$ cat config.mk
export PLATFORM = sky130hd
export DESIGN_NAME = aes_stream_driver
export DESIGN_NICKNAME = d
export VERILOG_FILES = /design/src/rtl/aes_stream_driver.sv
export SDC_FILE = /design/constraint.sdc
export NUM_CORES = 1
export LEC_CHECK = 0
export BUFFER_PORTS_ARGS = -buffer_cell sky130_fd_sc_hd__buf_2
export CAP_MARGIN = 5
export CORE_MARGIN = 2
export CORE_UTILIZATION = 48
export CTS_CLUSTER_DIAMETER = 150
export CTS_CLUSTER_SIZE = 40
export DETAILED_ROUTE_END_ITERATION = 7
export PLACE_DENSITY = 0.76
export SLEW_MARGIN = 15
export SYNTH_ARGS = -nofsm -noshare
export SYNTH_HDL_FRONTEND = slang
export SYNTH_SLANG_ARGS = --single-unit
export TNS_END_PERCENT = 5
$ cat constraint.sdc
create_clock -name clock -period 1.7 [get_ports clock]
set_input_delay 0.255 -clock clock [delete_from_list [all_inputs] [get_ports clock]]
set_output_delay 0.255 -clock clock [all_outputs]
set_load 0.05 [all_outputs]
$ cat src/rtl/aes_stream_driver.sv
// Byte-stream front end for the AES core: packs 16 bytes, runs the core, unpacks result.
// Optional macro AES_TIMEOUT_EN aborts a RUN that exceeds TIMEOUT_CYCLES.
`timescale 1ns/1ps
module aes_stream_driver #(
    parameter int MSG_BYTES      = 16,
    parameter int TIMEOUT_CYCLES = 4096
) (
    input  logic         clock,
    input  logic         reset,
    input  logic         inValid,
    output logic         inReady,
    input  logic [0:7]   inByte,
    input  logic         inEncOrDec,
    input  logic [0:2]   inKeySize,
    output logic         outValid,
    input  logic         outReady,
    output logic [0:7]   outByte,
    output logic         busy,
    output logic         error,
    output logic         aesRun,
    output logic         aesEncOrDec,
    output logic [0:2]   aesKeySize,
    output logic [0:127] aesMessageIn,
    input  logic         aesDone,
    input  logic [0:127] aesMessageOut
);

    localparam logic [1:0] S_IDLE   = 2'd0;
    localparam logic [1:0] S_LOAD   = 2'd1;
    localparam logic [1:0] S_RUN    = 2'd2;
    localparam logic [1:0] S_UNLOAD = 2'd3;
    localparam logic [3:0] LAST     = 4'(MSG_BYTES - 1);

    logic [1:0]   state_q, state_d;
    logic [3:0]   count_q, count_d;
    logic [0:127] msg_q, msg_d;
    logic [0:127] res_q, res_d;
    logic         enc_q, enc_d;
    logic [0:2]   key_q, key_d;
    logic         first_q, first_d;
    logic         err_q, err_d;
    logic         timeout;
    logic         in_fire;
    logic         out_fire;
    logic [6:0]   bidx;

`ifdef AES_TIMEOUT_EN
    localparam int TW = $clog2(TIMEOUT_CYCLES + 1);

    logic [TW-1:0] timer_q, timer_d;

    // Held at zero outside RUN, so it restarts on every RUN entry.
    always_comb begin
        timer_d = '0;
        if (state_q == S_RUN) begin
            timer_d = timer_q + 1'b1;
        end
    end

    always_ff @(posedge clock or negedge reset) begin
        if (!reset) begin
            timer_q <= '0;
        end else begin
            timer_q <= timer_d;
        end
    end

    assign timeout = (state_q == S_RUN) &&
                     (timer_q == TW'(TIMEOUT_CYCLES - 1));
`else
    logic unused_timeout_cfg;
    assign unused_timeout_cfg = |TIMEOUT_CYCLES;
    assign timeout = 1'b0;
`endif

    // inReady is gated by reset so it reads 0 while reset is held.
    assign inReady  = reset &&
                      ((state_q == S_IDLE) || (state_q == S_LOAD));
    assign outValid = (state_q == S_UNLOAD);
    assign busy     = (state_q != S_IDLE);
    assign aesRun   = (state_q == S_RUN);
    assign error    = err_q;
    assign in_fire  = inValid && inReady;
    assign out_fire = outValid && outReady;
    assign bidx     = {count_q, 3'b000};
    assign outByte  = outValid ? res_q[bidx +: 8] : 8'h00;

    assign aesEncOrDec  = enc_q;
    assign aesKeySize   = key_q;
    assign aesMessageIn = msg_q;

    always_comb begin
        state_d = state_q;
        count_d = count_q;
        msg_d   = msg_q;
        res_d   = res_q;
        enc_d   = enc_q;
        key_d   = key_q;
        first_d = 1'b0;
        err_d   = 1'b0;
        unique case (state_q)
            S_IDLE: begin
                if (in_fire) begin
                    enc_d       = inEncOrDec;
                    key_d       = inKeySize;
                    msg_d[0:7]  = inByte;
                    count_d     = 4'd1;
                    state_d     = S_LOAD;
                end
            end
            S_LOAD: begin
                if (in_fire) begin
                    msg_d[bidx +: 8] = inByte;
                    count_d          = count_q + 1'b1;
                    if (count_q == LAST) begin
                        state_d = S_RUN;
                        first_d = 1'b1;
                    end
                end
            end
            S_RUN: begin
                // Core is just leaving reset on the first cycle; done is stale.
                if (aesDone && !first_q) begin
                    res_d   = aesMessageOut;
                    state_d = S_UNLOAD;
                end else if (timeout) begin
                    err_d   = 1'b1;
                    count_d = 4'd0;
                    state_d = S_IDLE;
                end
            end
            S_UNLOAD: begin
                if (out_fire) begin
                    count_d = count_q + 1'b1;
                    if (count_q == LAST) begin
                        state_d = S_IDLE;
                    end
                end
            end
        endcase
    end

    always_ff @(posedge clock or negedge reset) begin
        if (!reset) begin
            state_q <= S_IDLE;
            count_q <= 4'd0;
            msg_q   <= '0;
            res_q   <= '0;
            enc_q   <= 1'b0;
            key_q   <= 3'b000;
            first_q <= 1'b0;
            err_q   <= 1'b0;
        end else begin
            state_q <= state_d;
            count_q <= count_d;
            msg_q   <= msg_d;
            res_q   <= res_d;
            enc_q   <= enc_d;
            key_q   <= key_d;
            first_q <= first_d;
            err_q   <= err_d;
        end
    end

endmodule

==> qor.csv <==
metric,value,unit
run_status,finished with violations,
failed_checks,setup timing,
setup_ws,-0.697,ns
antenna_found_initial,1,
setup_viol,255,
ys_seq_elements,267,
drv_cap,0,
slew_headroom,53.3,%
cp-end-kind,output pin,
max-clock-path-buffers,3,
yosysSeqAreaShare,57.3,%
synthArstFlopShare,100,%
clk_pin_slew,0.14,ns
synth_flop_cell,dfrtp_1,
grt_usage,25.6,%
avgSynthCellArea,14.4,sq um
finalMaxSlewViolations,0,
drt-vias-per-instance,5.37,
tightest_slew,0.700,ns
yosys-top-cells-area,"dfrtp_1, mux2_2, mux2i_1",
syn_area,11700,sq um
nets,1429,
grt_overflow,0,
startpoint_type,register,
core_area,24100,sq um
die_area,25500,sq um
worst-path-max-fanout,9,
worstPathArrival,2.14,ns
yosysTopAreaCell,dfrtp_1,
nFillCells,1644,
path_class,reg -> out,
max_freq,417,MHz
synth_common_cells,"dfrtp_1, mux2_2, mux2i_1",
die_h,160,um
finalCoreUtilization,68.4,%
worstHoldPathType,in -> reg,
powerDensity,1550,nW/um^2
grt_max_degree,118,
finalHoldViolCount,0,
dp_hpwl,21800,um
syn_inst,811,
cts.sinks,267,
grt_pass1_vias,9140,
fin_crit_sh,141,%
finalSetupTns,-50.34,ns
fin_cells,1600,
finClkSkew,0.0317,ns
initial_utilization,48.3,%
rows,57,
syn-num-nets,967,
post-route-min-period,2.40,ns
p_leak,0.00829,uW
place_inst,1452,
clkLatencyLatePin,0.51,ns
synth_edf_count,0,
detail-route-antenna-nets,0,
grt_pass1_wl,51400,um
via_count,8595,
ys_warn_count,0,
cp.required,1.44,ns
io_pins,290,
area_growth,41.4,%
numPortBuffers,288,
holdWs,0.0163,ns
drt_pass1_iterations,5,
yosysMostFrequentCell,dfrtp_1,
synth_top_area_share,57.3,%
ir_drop,1200,uV
drt_iter0_drc,559,
cts_buffers,10,
die_w,160,um
ys_types,38,
cts-root-buf,clkbuf_16,
drive_gt1_share,55.1,%
wire_per_inst,21.1,um
ctsHtreeMaxLevel,1,
routed_wl,33800,um
drcViolationCount,0,
gp_congestion,0.781,
cts_tree,done,
rsz0062_at_grt,yes,
[layer usage]
metal  vias to the layer above  global-route usage (%)  share of wire (%)
met4                         0                    6.92                2.7
met1                      4401                    33.3                 41
li1                       3808                       -                  -
met2                       334                    44.7                 51
met5                         -                       0                  0
met3                        52                    4.13                5.4
[area by class of cell]
| class | count | area, sq um | share of cell area [%] |
|---|---|---|---|
| Sequential cell | 267 | 6690 | 40.6 |
| Multi-Input combinational cell | 488 | 5310 | 32.2 |
| Timing Repair Buffer | 490 | 3710 | 22.5 |
| Tap cell | 324 | 405 | 2.46 |
| Clock buffer | 13 | 283 | 1.72 |
| Inverter | 16 | 62.6 | 0.380 |
| Clock inverter | 1 | 16.3 | 0.0987 |
| Antenna cell | 1 | 2.50 | 0.0152 |
[through the flow]
stage / worst slack, ns / instance area (sq um) / power [uW]
after CTS: -0.665 / 16200 / 24700
after detailed placement: -0.333 / 14100 / 20500
after global routing: -0.768 / 16500 / 26700
final: -0.697 / 16500 / 25600
after floorplan: -0.0247 / 11800 / 17200
after global placement: -0.321 / 14100 / 20100
[worst max-delay path: stages, from the launching register on]
cell and delay, ns:
dfrtp_2 0.49, buf_4 0.17, and2_2 0.26, a22oi_1 0.24, nand3_1 0.21, nand2_4 0.13
buf_8 0.15
[final timing paths]
check / from / endpoint / slack (ns) / cells past startpoint
setup / recovery: count_q[0] / outByte[5] / -0.70 / 6
hold / removal: aesMessageOut[12] / res_q[12] / 0.02 / 2
setup reg to reg: state_q[1] / res_q[34] / -0.26 / 8
hold reg to reg: aesMessageIn[92] / aesMessageIn[92] / 0.49 / 2
max in group asynchronous: reset / aesMessageIn[111] / 0.30 / 4
min in group asynchronous: reset / first_q / 0.43 / 3
[registers in the layout, summed over array words and instances (netlist names)]
register      flops
aesEncOrDec       1
aesKeySize        3
aesMessageIn    128
count_q           4
first_q           1
res_q           128
state_q           2
[placed cells by master, fill, tap and decap left out, drive strengths merged, types with 12 or more instances in the layout]
cell / synthesis / layout
nand3: 14 / 14
mux2i: 57 / 57
mux2: 237 / 237
dlygate4sd3: 0 / 126
and3: 12 / 12
nand2: 35 / 35
buf: 36 / 363
dfrtp: 267 / 267
clkbuf: 4 / 14
and2: 31 / 31
a22oi: 16 / 16
inv: 16 / 16
o21ai: 21 / 21
[power breakdown]
group | switching [uW] | leakage, uW | internal (uW)
Sequential | 1430 | 0.00339 | 8500
Combinational | 6750 | 0.00475 | 5770
Clock | 1940 | 0.000145 | 1210
[what timing repair did]
item,4_1_cts,5_1_grt
pin swaps,13,5
hold buffers,122,4
resized for setup,125,59
setup buffers,4,2
setup endpoints to repair,276,328
gates cloned,0,1
hold endpoints to repair,338,4
[logic make-up (layout without fill, tap and decap cells)]
family	after synthesis	after routing	synth area share, %
DFF	267	267	57.3
adders and majority gates	11	11	1.18
and+or+nand+nor	114	114	5.39
muxes	302	302	30.1
AOI/OAI and AO/OA	60	60	3.62
buffers and inverters	56	520	2.32
other	1	2	0.0322
No activity file was read; power rests on OpenSTA's default activity.
